--- src/rtl/ga23_pkg.sv ---
// Shared types for the GA23 background layer shifter: queued row entry layout,
// the transparent row, and planar-to-chunky row unpacking.
package ga23_pkg;

    localparam int GA23_BPP    = 4;
    localparam int GA23_TILE_W = 8;
    localparam int GA23_PAL_W  = 4;
    localparam int GA23_PRIO_W = 2;

    typedef logic [GA23_BPP-1:0]        pixel_t;
    typedef pixel_t [GA23_TILE_W-1:0]   row_pixels_t;

    // pixels[0] is the leftmost (first displayed) pixel of the row.
    typedef struct packed {
        row_pixels_t             pixels;
        logic [GA23_PAL_W-1:0]   palette;
        logic [GA23_PRIO_W-1:0]  prio;
    } shifter_entry_t;

    localparam shifter_entry_t TRANSPARENT_ENTRY = '0;

    function automatic row_pixels_t unpack_row(
        input logic [GA23_BPP*GA23_TILE_W-1:0] row,
        input logic                            reverse
    );
        row_pixels_t px;
        int          pos;
        px = '0;
        for (int i = 0; i < GA23_TILE_W; i++) begin
            pos = reverse ? i : (GA23_TILE_W - 1 - i);
            for (int p = 0; p < GA23_BPP; p++) begin
                px[i][p] = row[p*GA23_TILE_W + pos];
            end
        end
        return px;
    endfunction

endpackage

--- src/rtl/ga23_row_fifo.sv ---
// Small circular row queue with synchronous clear; clear takes precedence
// over pop, and a coincident push lands in the freshly emptied queue.
module ga23_row_fifo
#(
    parameter int  DEPTH   = 2,
    parameter type entry_t = logic [7:0]
)
(
    input  logic                       clk,
    input  logic                       reset,
    input  logic                       clear,
    input  logic                       push,
    input  logic                       pop,
    input  entry_t                     wdata,
    output entry_t                     rdata,
    output logic [$clog2(DEPTH+1)-1:0] count,
    output logic                       full,
    output logic                       empty
);
    localparam int PTR_W = (DEPTH > 1) ? $clog2(DEPTH) : 1;
    localparam int CNT_W = $clog2(DEPTH+1);

    entry_t             mem_q [DEPTH];
    entry_t             mem_d [DEPTH];
    logic [PTR_W-1:0]   wr_ptr_q, wr_ptr_d;
    logic [PTR_W-1:0]   rd_ptr_q, rd_ptr_d;
    logic [CNT_W-1:0]   count_q, count_d;
    logic               push_ok, pop_ok;

    function automatic logic [PTR_W-1:0] next_ptr(input logic [PTR_W-1:0] p);
        return (p == PTR_W'(DEPTH-1)) ? '0 : p + 1'b1;
    endfunction

    assign full    = (count_q == CNT_W'(DEPTH));
    assign empty   = (count_q == '0);
    assign count   = count_q;
    assign rdata   = mem_q[rd_ptr_q];
    assign pop_ok  = pop && !empty;
    assign push_ok = push && (!full || pop_ok);

    always_comb begin
        mem_d    = mem_q;
        wr_ptr_d = wr_ptr_q;
        rd_ptr_d = rd_ptr_q;
        count_d  = count_q;
        if (clear) begin
            rd_ptr_d = '0;
            wr_ptr_d = push ? next_ptr('0) : '0;
            count_d  = push ? CNT_W'(1) : '0;
            if (push) begin
                mem_d[0] = wdata;
            end
        end else begin
            if (push_ok) begin
                mem_d[wr_ptr_q] = wdata;
                wr_ptr_d        = next_ptr(wr_ptr_q);
            end
            if (pop_ok) begin
                rd_ptr_d = next_ptr(rd_ptr_q);
            end
            if (push_ok && !pop_ok) begin
                count_d = count_q + 1'b1;
            end else if (pop_ok && !push_ok) begin
                count_d = count_q - 1'b1;
            end
        end
    end

    // Row storage carries no reset; only the pointers and occupancy do.
    always_ff @(posedge clk) begin
        mem_q <= mem_d;
    end

    always_ff @(posedge clk) begin
        if (reset) begin
            wr_ptr_q <= '0;
            rd_ptr_q <= '0;
            count_q  <= '0;
        end else begin
            wr_ptr_q <= wr_ptr_d;
            rd_ptr_q <= rd_ptr_d;
            count_q  <= count_d;
        end
    end

endmodule

--- src/rtl/ga23_layer_shifter.sv ---
// GA23 background layer pixel shifter: queues unpacked tile rows and serialises
// them at ce_pix with fine scroll. Entry layout follows the ga23_pkg constants.
module ga23_layer_shifter
    import ga23_pkg::*;
#(
    parameter int BPP    = GA23_BPP,
    parameter int TILE_W = GA23_TILE_W,
    parameter int PAL_W  = GA23_PAL_W,
    parameter int PRIO_W = GA23_PRIO_W,
    parameter int DEPTH  = 2
)
(
    input  logic                       clk,
    input  logic                       reset,
    input  logic                       ce_pix,
    input  logic                       line_start,
    input  logic [$clog2(TILE_W)-1:0]  offset,
    input  logic                       load,
    input  logic                       reverse,
    input  logic [BPP*TILE_W-1:0]      row,
    input  logic [PAL_W-1:0]           palette,
    input  logic [PRIO_W-1:0]          prio,
    output logic                       load_ready,
    output logic [PAL_W+BPP-1:0]       color_out,
    output logic [PRIO_W-1:0]          prio_out,
    output logic                       opaque_out,
    output logic                       underrun,
    output logic                       overflow
);
    localparam int CNT_W  = $clog2(TILE_W);
    localparam int FCNT_W = $clog2(DEPTH+1);

    shifter_entry_t       cur_q, cur_d;
    shifter_entry_t       head, wr_entry;
    logic [CNT_W-1:0]     cnt_q, cnt_d;
    logic [CNT_W-1:0]     phase;
    logic [PAL_W+BPP-1:0] color_q, color_d;
    logic [PRIO_W-1:0]    prio_q, prio_d;
    logic                 opaque_q, opaque_d;
    logic                 underrun_q, underrun_d;
    logic                 overflow_q, overflow_d;
    logic                 due;
    logic                 fifo_push, fifo_pop, fifo_clear;
    logic                 fifo_full, fifo_empty;
    logic [FCNT_W-1:0]    fifo_count;

    assign wr_entry = '{pixels: unpack_row(row, reverse), palette: palette, prio: prio};
    assign phase    = cnt_q + offset;
    assign due      = &phase;

    ga23_row_fifo #(
        .DEPTH   (DEPTH),
        .entry_t (shifter_entry_t)
    ) u_row_fifo (
        .clk   (clk),
        .reset (reset),
        .clear (fifo_clear),
        .push  (fifo_push),
        .pop   (fifo_pop),
        .wdata (wr_entry),
        .rdata (head),
        .count (fifo_count),
        .full  (fifo_full),
        .empty (fifo_empty)
    );

    always_comb begin
        cur_d      = cur_q;
        cnt_d      = cnt_q;
        color_d    = color_q;
        prio_d     = prio_q;
        opaque_d   = opaque_q;
        underrun_d = underrun_q;
        overflow_d = overflow_q;
        fifo_push  = 1'b0;
        fifo_pop   = 1'b0;
        fifo_clear = 1'b0;
        if (ce_pix) begin
            underrun_d = 1'b0;
            overflow_d = 1'b0;
            if (line_start) begin
                fifo_clear = 1'b1;
                fifo_push  = load;
                cnt_d      = '0;
                cur_d      = TRANSPARENT_ENTRY;
            end else begin
                cnt_d        = cnt_q + 1'b1;
                cur_d.pixels = cur_q.pixels >> GA23_BPP;
                if (due) begin
                    fifo_pop   = !fifo_empty;
                    underrun_d = fifo_empty;
                    cur_d      = fifo_empty ? TRANSPARENT_ENTRY : head;
                end
                // Occupancy is judged before this edge's pop, so a pop frees a full slot.
                fifo_push  = load && (!fifo_full || fifo_pop);
                overflow_d = load && fifo_full && !fifo_pop;
            end
            color_d  = {cur_d.palette, cur_d.pixels[0]};
            prio_d   = cur_d.prio;
            opaque_d = |cur_d.pixels[0];
        end
    end

    always_ff @(posedge clk) begin
        if (reset) begin
            cur_q      <= TRANSPARENT_ENTRY;
            cnt_q      <= '0;
            color_q    <= '0;
            prio_q     <= '0;
            opaque_q   <= 1'b0;
            underrun_q <= 1'b0;
            overflow_q <= 1'b0;
        end else begin
            cur_q      <= cur_d;
            cnt_q      <= cnt_d;
            color_q    <= color_d;
            prio_q     <= prio_d;
            opaque_q   <= opaque_d;
            underrun_q <= underrun_d;
            overflow_q <= overflow_d;
        end
    end

    assign load_ready = (fifo_count != FCNT_W'(DEPTH));
    assign color_out  = color_q;
    assign prio_out   = prio_q;
    assign opaque_out = opaque_q;
    assign underrun   = underrun_q;
    assign overflow   = overflow_q;

endmodule

--- config.mk ---
export PLATFORM = sky130hd
export DESIGN_NAME = ga23_layer_shifter
export DESIGN_NICKNAME = d
export VERILOG_FILES = /design/src/rtl/ga23_pkg.sv /design/src/rtl/ga23_row_fifo.sv /design/src/rtl/ga23_layer_shifter.sv
export SDC_FILE = /design/constraint.sdc
export NUM_CORES = 1
export LEC_CHECK = 0
export CAP_MARGIN = 20
export CORE_MARGIN = 5
export CORE_UTILIZATION = 40
export DETAILED_ROUTE_END_ITERATION = 8
export PLACE_DENSITY = 0.6
export SLEW_MARGIN = 20
export SYNTH_ARGS = -nofsm -noshare
export SYNTH_HDL_FRONTEND = slang
export SYNTH_SLANG_ARGS = --single-unit
--- constraint.sdc ---
create_clock -name clk -period 6.1 [get_ports clk]
set_clock_uncertainty 0.05 [all_clocks]
set_input_delay 0.61 -clock clk [delete_from_list [all_inputs] [get_ports clk]]
set_output_delay 0.61 -clock clk [all_outputs]
set_load 0.02 [all_outputs]
# Word-level counts from Yosys, hierarchy flattened
# Cells that the tools add are included.
[op_classes]
add_sub_neg = 30
n_lt_le_gt_ge = 35
eq_ne = 4
n_mux = 139
n_bitwise = 3
n_reduce_logical = 24
[ops]
columns = ["cell", "n"]
rows = [
  ["38-bit two-way mux", 10],
  ["1-bit binary-select mux with 5-bit select", 32],
  ["5-bit by 3-bit adder with 6-bit output (first input constant)", 16],
  ["6-bit less-than comparator (second input constant)", 16],
  ["1-bit two-way mux", 82],
  ["76-bit bitwise mux", 1],
  ["76-bit two-way mux", 1],
  ["3-bit by 6-bit less-than comparator with 1-bit output (second input constant)", 8],
  ["5-bit by 6-bit less-than comparator with 1-bit output (second input constant)", 8],
  ["4-bit by 3-bit adder with 5-bit output (first input constant)", 8],
  ["38-bit demux with 1-bit select", 1],
  ["3-bit two-way mux", 9],
  ["1-bit logical AND", 8],
  ["2-bit two-way mux", 3],
  ["2-bit AND reduction", 3],
  ["1-bit logical NOT", 5],
  ["2-bit >= comparator (second input constant)", 2],
  ["1-bit NOT with 2-bit output", 2],
  ["4-bit OR reduction", 1],
  ["3-bit by 1-bit adder with 3-bit output (second input constant)", 1],
  ["3-bit adder", 1],
  ["3-bit by 1-bit inequality test with 1-bit output (second input constant)", 1],
  ["3-bit AND reduction", 1],
  ["3-bit nonzero test", 1],
  ["other kinds (12)", 14],
]
[word_totals]
regBits = 128
input_bits = 47
out_inout_bits = 14
word_cells = 272

# Depth between registers and ports, before layout
# Gate-level depths: netlist of run 1.
[logic_depth]
word_depth = 15
mapped_depth = 11
mapped_depth_nobuf = 8

# Hierarchy
# Synthesis of run 1 repeated with hierarchy kept, for this count alone.
[hier_totals]
cells_unflattened = 514
hier_area_um2 = 6057.1
[by_module_without_submodules]
columns = ["mod", "n_inst", "cells_per_inst", "area_each_um2", "seq_area_each_um2"]
rows = [
  ["ga23_row_fifo", 1, 193, 3260.6, 2362.3],
  ["ga23_layer_shifter", 1, 321, 2796.4, 880.8],
]

# Least setup slack after synthesis of run 1
# No wires, ideal clock.
[synth_path]
path_type = "in2reg"
start = "in offset[0]"
end = "reg u_row_fifo.mem_q[0] in the netlist's numbering, enable pin"
arrival_ns = 4.247
required_time_ns = 5.570
path_slack_ns = 1.322
cell_stages = 6
path_buffers = 0
cell_sequence = "ha_1 > inv_1 > fa_1 > nor2b_1 > a21oi_2 > nor3_1"
[synth_between]
elab_chain_len = 11
word_cells_on_any_way = 15
cone_classes = "add/sub (1); mux (7); reduce/logical (7)"
[synth_lines]
columns = ["element", "line_no", "source"]
rows = [
  ["start: declaration", "ga23_layer_shifter.sv:17", "input logic [$clog2(TILE_W)-1:0] offset,"],
  ["3-bit adder (*)", "ga23_layer_shifter.sv:48", "assign phase = cnt_q + offset;"],
  ["3-bit AND reduction (*)", "ga23_layer_shifter.sv:49", "assign due = &phase;"],
  ["1-bit two-way mux (*)", "ga23_layer_shifter.sv:89", "if (due) begin"],
  ["1-bit two-way mux (*)", "ga23_layer_shifter.sv:81", "if (line_start) begin"],
  ["1-bit two-way mux (*)", "ga23_layer_shifter.sv:78", "if (ce_pix) begin"],
  ["1-bit logical OR or 1-bit two-way mux (tied branches)", "ga23_layer_shifter.sv:95, ga23_layer_shifter.sv:81", ""],
  ["1-bit logical AND or 1-bit two-way mux (tied branches)", "ga23_layer_shifter.sv:95, ga23_layer_shifter.sv:78", ""],
  ["1-bit two-way mux or 1-bit logical AND (tied branches)", "ga23_layer_shifter.sv:81, ga23_row_fifo.sv:38", ""],
  ["1-bit two-way mux or 1-bit logical OR (tied branches)", "ga23_layer_shifter.sv:78, ga23_row_fifo.sv:39", ""],
  ["1-bit logical AND (*)", "ga23_row_fifo.sv:39", "assign push_ok = push && (!full || pop_ok);"],
  ["2-bit AND reduction (no line) (*)", "-", ""],
  ["end signal: assignment", "ga23_row_fifo.sv:71", "mem_q <= mem_d;"],
  ["end: declaration", "ga23_row_fifo.sv:23", "entry_t mem_q [DEPTH];"],
]
# Mark *: on every way between the ends. The rest lies on a longest branch, timed or not. The select of a mux whose other input is x is not followed.
# A chain may end at the register's enable or synchronous reset.

# Worst setup path in the final report of run 1
[layout_path]
start = "in offset[0]"
end = "reg cur_q[16] in the netlist's numbering"
[layout_between]
elab_chain_len = 5
[layout_lines]
columns = ["element", "line_no", "source"]
rows = [
  ["3-bit adder", "ga23_layer_shifter.sv:48", ""],
  ["3-bit AND reduction", "ga23_layer_shifter.sv:49", ""],
  ["38-bit two-way mux", "ga23_layer_shifter.sv:89", ""],
  ["38-bit two-way mux", "ga23_layer_shifter.sv:81", ""],
  ["38-bit two-way mux", "ga23_layer_shifter.sv:78", ""],
  ["end signal: assignment", "ga23_layer_shifter.sv:114", "cur_q <= cur_d;"],
  ["end: declaration", "ga23_layer_shifter.sv:33", "shifter_entry_t cur_q, cur_d;"],
]
# No other way between the ends. The select of a mux whose other input is x is not followed.

==> results.md, run 1 <==
* Filler cell count at 1184
* R2r startpoint: cnt_q[0]
* Commonest non-fill, non-tap cell in the layout: sky130_fd_sc_hd__edfxtp_1
* Routed wirelength normalized by instance count at 16.3 um
* Leakage dissipation at 0.00236 uW
* Total congestion overflow after global routing at 0
* Instance count of the mapped netlist at 433
* Floorplan die height at 127 um
* Warnings, synthesis at 0
* Final hold violations at 0
* Post-route non-filler standard cell count at 669
* Post-CTS setup buffers at 0
* Multi-input combinational cell area at 2000 um2
* Register-to-register setup slack at 3.36 ns
* Chip Width at 127 um
* Hold_ws at 0.417 ns
* Final setup violating endpoints at 0
* Critical path capture point type: flip-flop
* Least-Margin Pin Slew at 1.03 ns
* Worst Path Max Fanout at 24
* Number of maximum-capacitance violations at 0
* Commonest cells after routing, fill and taps aside: sky130_fd_sc_hd__edfxtp_1 (76), sky130_fd_sc_hd__mux2_2 (66), sky130_fd_sc_hd__clkdlybuf4s50_1 (60)
* Psw at 443 uW
* Post-synthesis cell area at 5510 um2
* Starting density of the core at between 40% and 50%
* Floorplan Core Area at 13300 um2
* Count of cells along the worst register-to-register path at 8
* Worst-case clock buffer depth at 2
* Area used by sequential logic in the layout at about 3200 um2
* Routed wire length at approximately 11000 um
* Standard-cell row count at 42
* Worst flop-to-flop path endpoint: cur_q[16]
* Worst rel slew slack at 31.4%
* Number of global-route vias before repair at 3570
* FFs w/ async S/R, synth at 0%
* Final period demand of the worst path at ~3 ns
* Count of input and output buffers at 60
* Setup TNS at 0 ns
* Combinational cell fraction of total power at roughly 7%
* Share of power burned in the clock network at 49.5%
* Fraction of the cycle the final worst path needs at 49.1%
* Max-slew violation total from the final report at 0
* Net count after synthesis at 483
* Clock buffers created by TritonCTS at 17
* Power per Cell Area at 311 nW/um2
* Cell Area, Placed at 6160 um2
* Antenna violations before repair at 0
* Average cell area after synthesis at 12.7 um2
* Sequential power share at 43.5%
* Pin count of the biggest net entering global routing at 48
* Maximum vdd drop at between 0.15 and 0.2 mV
* Number of different library cells in the post-synthesis netlist at 42
* Design internal power at ~1700 uW
* Clock Latency Late Sink at about 0.4 ns
* Placed Instances at between 600 and 700
* Path category of the worst min-delay check: reg2reg
* Share of layout cells above drive strength 1 at 22.7%
* CTS root buf: sky130_fd_sc_hd__clkbuf_16
* Critical Path Source Type: input pin
* Required @ worst endpoint at 6.32 ns
* Net count, final at 530
* Final Wtd Congestion at 0.757
* Unrepaired setup endpoints after global routing: no
* Sw frac at 21.0%
* DRT iter0 DRCs at around 340
* CTS H-Tree Depth at 4
* First-pass GRT wire length at 17700 um
* Worst Setup SP: offset[0]
* Ys flop type: sky130_fd_sc_hd__edfxtp_1
* First-pass iteration count of the detailed router at 6
* FF+latch count, synth at 124
* Post-route ant nets at 0
* Post-cts repair resize count at 0
* Cell area after layout at 6790 um2
* Syn-to-layout area delta at 23.2%
* Number of enable-type register cells in the synthesized netlist at 76
* Number of inserted diodes at 0
* Kind of critical path: in2reg
* Number of sinks on the clock net at 124
* TritonCTS clock tree: built
* Sequential element share of the synthesized area at 58.9%
* Total vias in the final route at approximately 3500
* Worst setup path endpoint: cur_q[16]
* Worst-path clk slew at around 0.06 ns
* Run status: finished clean
* Arrival time worst endpoint at 3.21 ns
* Final HPWL DP at a little under 7000 um
* DRC violation count after routing at 0
* Highest attainable clock frequency at 0.334 GHz
* Number of hold buffers added after cts at 0
* Area enclosed by the die boundary at 16200 um2
* # IOs at 61
* GRT Resource Usage Total at 13.9%
* Via density per instance at 5.28
## flip-flops by register name, summed over array words and instances, names as in the netlist
signal,cells
cnt_q,3
color_out,4
cur_q,32
opaque_out,1
overflow,1
prio_out,2
u_row_fifo.count,2
u_row_fifo.mem_q,76
u_row_fifo.rd_ptr_q,1
u_row_fifo.wr_ptr_q,1
underrun,1
## worst max-delay path: stages
cell                              delay (ns)
sky130_fd_sc_hd__clkdlybuf4s50_1        0.46
sky130_fd_sc_hd__ha_1                   0.13
sky130_fd_sc_hd__inv_1                  0.04
sky130_fd_sc_hd__fa_1                   0.44
sky130_fd_sc_hd__nor2b_1                0.26
sky130_fd_sc_hd__nand2_2                0.25
sky130_fd_sc_hd__and2_1                 0.49
sky130_fd_sc_hd__a222oi_1               0.44
sky130_fd_sc_hd__nor2_1                 0.08
## layout make-up
type / instances / share of cell area [%]
Sequential cell: 124 / 47.8
Inverter: 12 / 0.664
Multi-Input combinational cell: 258 / 29.5
Tap cell: 176 / 3.24
Timing Repair Buffer: 67 / 9.62
Clock buffer: 17 / 6.27
Clock inverter: 15 / 2.93
## layer usage
| metal | global-route usage [%] | routed length, um | vias to the layer above |
|---|---|---|---|
| met5 | 0 | 0 | - |
| met4 | 6.12 | 125 | 0 |
| met3 | 3.30 | 477 | 12 |
| met2 | 22.8 | 5340 | 82 |
| met1 | 17.7 | 4930 | 1746 |
| li1 | - | - | 1694 |
## Yosys cell counts (3+ instances only)
cell | n | share of area [%]
sky130_fd_sc_hd__a22oi_1 | 11 | 1.5
sky130_fd_sc_hd__inv_1 | 11 | 0.75
sky130_fd_sc_hd__nand2_1 | 8 | 0.55
sky130_fd_sc_hd__clkbuf_1 | 18 | 1.2
sky130_fd_sc_hd__buf_1 | 3 | 0.20
sky130_fd_sc_hd__o21ai_0 | 4 | 0.36
sky130_fd_sc_hd__buf_6 | 5 | 1.0
sky130_fd_sc_hd__mux2_2 | 66 | 13
sky130_fd_sc_hd__nor2b_1 | 36 | 4.1
sky130_fd_sc_hd__nor3_1 | 6 | 0.55
sky130_fd_sc_hd__a21oi_1 | 9 | 0.82
sky130_fd_sc_hd__a222oi_1 | 24 | 4.4
sky130_fd_sc_hd__buf_4 | 11 | 1.5
sky130_fd_sc_hd__nor2_1 | 53 | 3.6
sky130_fd_sc_hd__nand2b_1 | 3 | 0.34
sky130_fd_sc_hd__edfxtp_1 | 76 | 41
sky130_fd_sc_hd__o21a_1 | 4 | 0.55
sky130_fd_sc_hd__mux2i_1 | 9 | 1.6
sky130_fd_sc_hd__dfxtp_1 | 48 | 17
sky130_fd_sc_hd__a211oi_1 | 3 | 0.41
## worst min-delay path by stage
stage | cells after the start | end | start
global placement | 2 | underrun | underrun
finish | 2 | color_out[2] | color_out[2]
floorplan | 2 | cur_q[12] | cur_q[16]
global route | 2 | color_out[2] | color_out[2]
CTS | 2 | color_out[2] | color_out[2]
detailed placement | 2 | color_out[2] | color_out[2]
## logic make-up after synthesis
logic type                 after synthesis  share of synthesized area, %
AOI/OAI and AO/OA                       64                          9.27
adders and majority gates                3                         0.818
xor gates and xnor gates                 2                         0.591
muxes                                   75                          15.1
DFF                                    124                          58.9
buffers and inverters                   51                          4.95
and+or+nand+nor                        114                          10.4
## power groups by stage
| stage | clock (uW) | combinational [uW] | sequential [uW] |
|---|---|---|---|
| CTS | 1060 | 150 | 918 |
| global route | 1100 | 163 | 919 |
| floorplan | 0 | 94.2 | 935 |
| global placement | 0 | 146 | 935 |
| finish | 1040 | 147 | 918 |
| detailed placement | 0 | 149 | 936 |
## metrics by stage
stage / power, uW / utilization (%) / setup slack, ns
after floorplan: 1030 / - / 1.32
after global placement: 1080 / 46.2 / 2.76
after detailed placement: 1080 / 46.2 / 2.69
after CTS: 2130 / 50.9 / 3.14
after global routing: 2190 / 50.9 / 2.94
final: 2110 / 50.9 / 3.10
Note: power is estimated with default switching activity, not from simulation.
==> run 2, diff against run 1 <==
--- a/config.mk
+++ b/config.mk
@@ -9,7 +9,7 @@
 export CORE_MARGIN = 5
 export CORE_UTILIZATION = 40
 export DETAILED_ROUTE_END_ITERATION = 8
-export PLACE_DENSITY = 0.6
+export PLACE_DENSITY = 0.62
 export SLEW_MARGIN = 20
 export SYNTH_ARGS = -nofsm -noshare
 export SYNTH_HDL_FRONTEND = slang
==> constraint.sdc (replaced) <==
create_clock -name clk -period 2.52 [get_ports clk]
set_clock_uncertainty 0.05 [all_clocks]
set_input_delay 0.252 -clock clk [delete_from_list [all_inputs] [get_ports clk]]
set_output_delay 0.252 -clock clk [all_outputs]
set_load 0.02 [all_outputs]
==> results.md, run 2 (synthesis gave the netlist of run 1 again) <==
* TritonCTS clock tree: built (unchanged)
* CTS H-Tree Depth at 4 (unchanged)
* Chip Width at 127 um (unchanged)
* Power per Cell Area at 746 nW/um2 (was 311 nW/um2)
* Floorplan die height at 127 um (unchanged)
* Required @ worst endpoint at 2.58 ns (was 6.32 ns)
* Highest attainable clock frequency at 0.441 GHz
* Final Power at 5260 uW (was 2110 uW)
* Slowest CP cell: sky130_fd_sc_hd__fa_1 (was sky130_fd_sc_hd__and2_1)
* CTS root buf: sky130_fd_sc_hd__clkbuf_16 (unchanged)
* DRC violation count after routing at 2 (was 0)
* Path category of the worst min-delay check: in2reg (was reg2reg)
* Pin count of the biggest net entering global routing at 39 (was 48)
* Commonest cells after routing, fill and taps aside: sky130_fd_sc_hd__edfxtp_1 (76), sky130_fd_sc_hd__mux2_2 (66), sky130_fd_sc_hd__clkdlybuf4s50_1 (60) (unchanged)
* Maximum vdd drop at 0.519 mV (was 0.173 mV)
* Placed Instances at 650 (was 637)
* Floorplan Core Area at 13300 um2 (unchanged)
* Filler cell count at 1148 (was 1184)
* Worst-case clock buffer depth at 2 (unchanged)
* First-pass iteration count of the detailed router at 9 (was 6)
* Syn-to-layout area delta at 27.9% (was 23.2%)
* Worst rel slew slack at 64.6% (was 31.4%)
* Worst path max stage delay at 0.45 ns (was 0.49 ns)
* Count of cells along the worst register-to-register path at 8 (unchanged)
* Number of hold buffers added after cts at 0 (unchanged)
* Critical Path Source Type: flip-flop (was input pin)
* Starting density of the core at 41.3% (unchanged)
* Run status: finished, violations left (was finished clean)
* Worst Path Max Fanout at 17 (was 24)
* Final setup violating endpoints at 0 (unchanged)
* Routed wire length at 11100 um (was 10900 um)
* Combinational cell fraction of total power at 7.5% (was 7.0%)
* Post-cts repair resize count at 0 (unchanged)
* Number of global-route vias before repair at 3713 (was 3570)
* Final HPWL DP at 7280 um (was 6740 um)
* DRT iter0 DRCs at 327 (was 338)
* # IOs at 61 (unchanged)
* Clock buffers created by TritonCTS at 17 (unchanged)
* Psw at 1070 uW (was 443 uW)
* Routed wirelength normalized by instance count at 16.2 um (was 16.3 um)
* Net count, final at 543 (was 530)
* Kind of critical path: reg2reg (was in2reg)
* Antenna violations before repair at 0 (unchanged)
* Clock Latency Late Sink at 0.40 ns (about the same)
* Worst-path clk slew at 0.06 ns (about the same)
* Commonest non-fill, non-tap cell in the layout: sky130_fd_sc_hd__edfxtp_1 (unchanged)
* Number of inserted diodes at 0 (unchanged)
* Count of input and output buffers at 60 (unchanged)
* Critical path capture point type: flip-flop (unchanged)
* Via density per instance at 5.14 (was 5.28)
* Area enclosed by the die boundary at 16200 um2 (unchanged)
* Number of maximum-capacitance violations at 0 (unchanged)
* Worst Setup Slack post-DPL at -0.157 ns (was 2.69 ns)
* Total congestion overflow after global routing at 0 (unchanged)
* Sequential power share at 42.3% (was 43.5%)
* Final hold violations at 0 (unchanged)
* Unrepaired setup endpoints after global routing: no (unchanged)
* Max-slew violation total from the final report at 0 (unchanged)
* Standard-cell row count at 42 (unchanged)
* Post-route non-filler standard cell count at 682 (was 669)
* Final Wtd Congestion at 0.707 (was 0.757)
* Hold_ws at 0.386 ns (was 0.417 ns)
* Violations in the final reports: design-rule violations
* Max reg flops at 76 (unchanged)
* Arrival time worst endpoint at 2.33 ns (was 3.21 ns)
* Design internal power at 4180 uW (was 1670 uW)
* Core Util, Final at 52.8% (was 50.9%)
* GRT Resource Usage Total at 14.3% (was 13.9%)
* Leakage dissipation at 0.00247 uW (was 0.00236 uW)
* Sw frac at 20.4% (was 21.0%)
* First-pass GRT wire length at 18300 um (was 17700 um)
* Number of sinks on the clock net at 124 (unchanged)
* Final period demand of the worst path at 2.27 ns
* Least-Margin Pin Slew at 0.529 ns (was 1.03 ns)
* Post-route ant nets at 0 (unchanged)
* Fraction of the cycle the final worst path needs at ~90%
* Share of layout cells above drive strength 1 at 25.9% (was 22.7%)
* Share of power burned in the clock network at 50.2% (was 49.5%)
* Total vias in the final route at 3506 (was 3534)
* Cells along the critical path: ha_4, inv_2, fa_1, nor2b_2, a21oi_2, o21bai_1, and3_2, buf_12 (was clkdlybuf4s50_1, ha_1, inv_1, fa_1, nor2b_1, nand2_2, and2_1, a222oi_1, nor2_1)
* Register name with the most flops: u_row_fifo.mem_q (unchanged)
* Post-CTS setup buffers at 0 (unchanged)
* Hold Path Cell Cnt at 1 (was 2)
* Setup ws final at 0.254 ns (was 3.10 ns)
run 2: cell types whose count changed in the layout (fill, tap and decap cells not counted), moves of 2 or more:
cell                         previous run  this run
sky130_fd_sc_hd__clkinvlp_4             4         2
sky130_fd_sc_hd__buf_4                  7        12
sky130_fd_sc_hd__buf_12                 0         8
sky130_fd_sc_hd__clkbuf_8               0         2
run 2: area by class of cell:
| type | count | area (um2) | area share, % |
|---|---|---|---|
| inverters | 12 | 45.0 | 0.639 |
| well taps | 176 | 220 | 3.12 |
| repair buffers | 80 | 851 | 12.1 |
| flip-flops and latches | 124 | 3250 | 46.1 |
| clock buffers | 20 | 478 | 6.78 |
| clock inverters | 12 | 184 | 2.61 |
| multi-input cells | 258 | 2020 | 28.7 |
run 2: worst paths after layout:
kind,end,slack (ns),start
worst max-delay path,u_row_fifo.mem_q[54],0.25,cnt_q[0]
worst min register to register,color_out[2],0.42,color_out[2]
worst max register to register,u_row_fifo.mem_q[54],0.25,cnt_q[0]
worst min-delay path,u_row_fifo.mem_q[3],0.39,palette[1]
run 2: worst max-delay path: cells and delay by family (launching register included):
family | cells | cell delay, ns
AO/OA/AOI/OAI | 2 | 0.27
adder cells (fa/ha/maj) | 2 | 0.59
buffers and inverters | 2 | 0.21
flip-flops | 1 | 0.37
AND/OR/NAND/NOR | 2 | 0.50
run 2: stage by stage:
stage | setup TNS (ns) | instance area (um2)
2_1_floorplan | -4.01 | 5540
3_3_place_gp | -15.00 | 6380
3_5_place_dp | -17.02 | 6380
4_1_cts | 0 | 7050
5_1_grt | 0 | 7050
6_report | 0 | 7050
run 2: metal layers:
metal,up-vias,wire [um],track usage (%)
met2,82,5450,23.2
met4,0,164,5.55
met3,10,461,4.30
met1,1692,4980,18.1
li1,1722,-,-
met5,-,0,0
run 2: power groups by stage:
stage,registers (uW),clock network (uW),logic [uW]
finish,2220,2640,393
global route,2220,2800,430
CTS,2220,2690,397
detailed placement,2260,0,394
global placement,2260,0,386
floorplan,2260,0,231
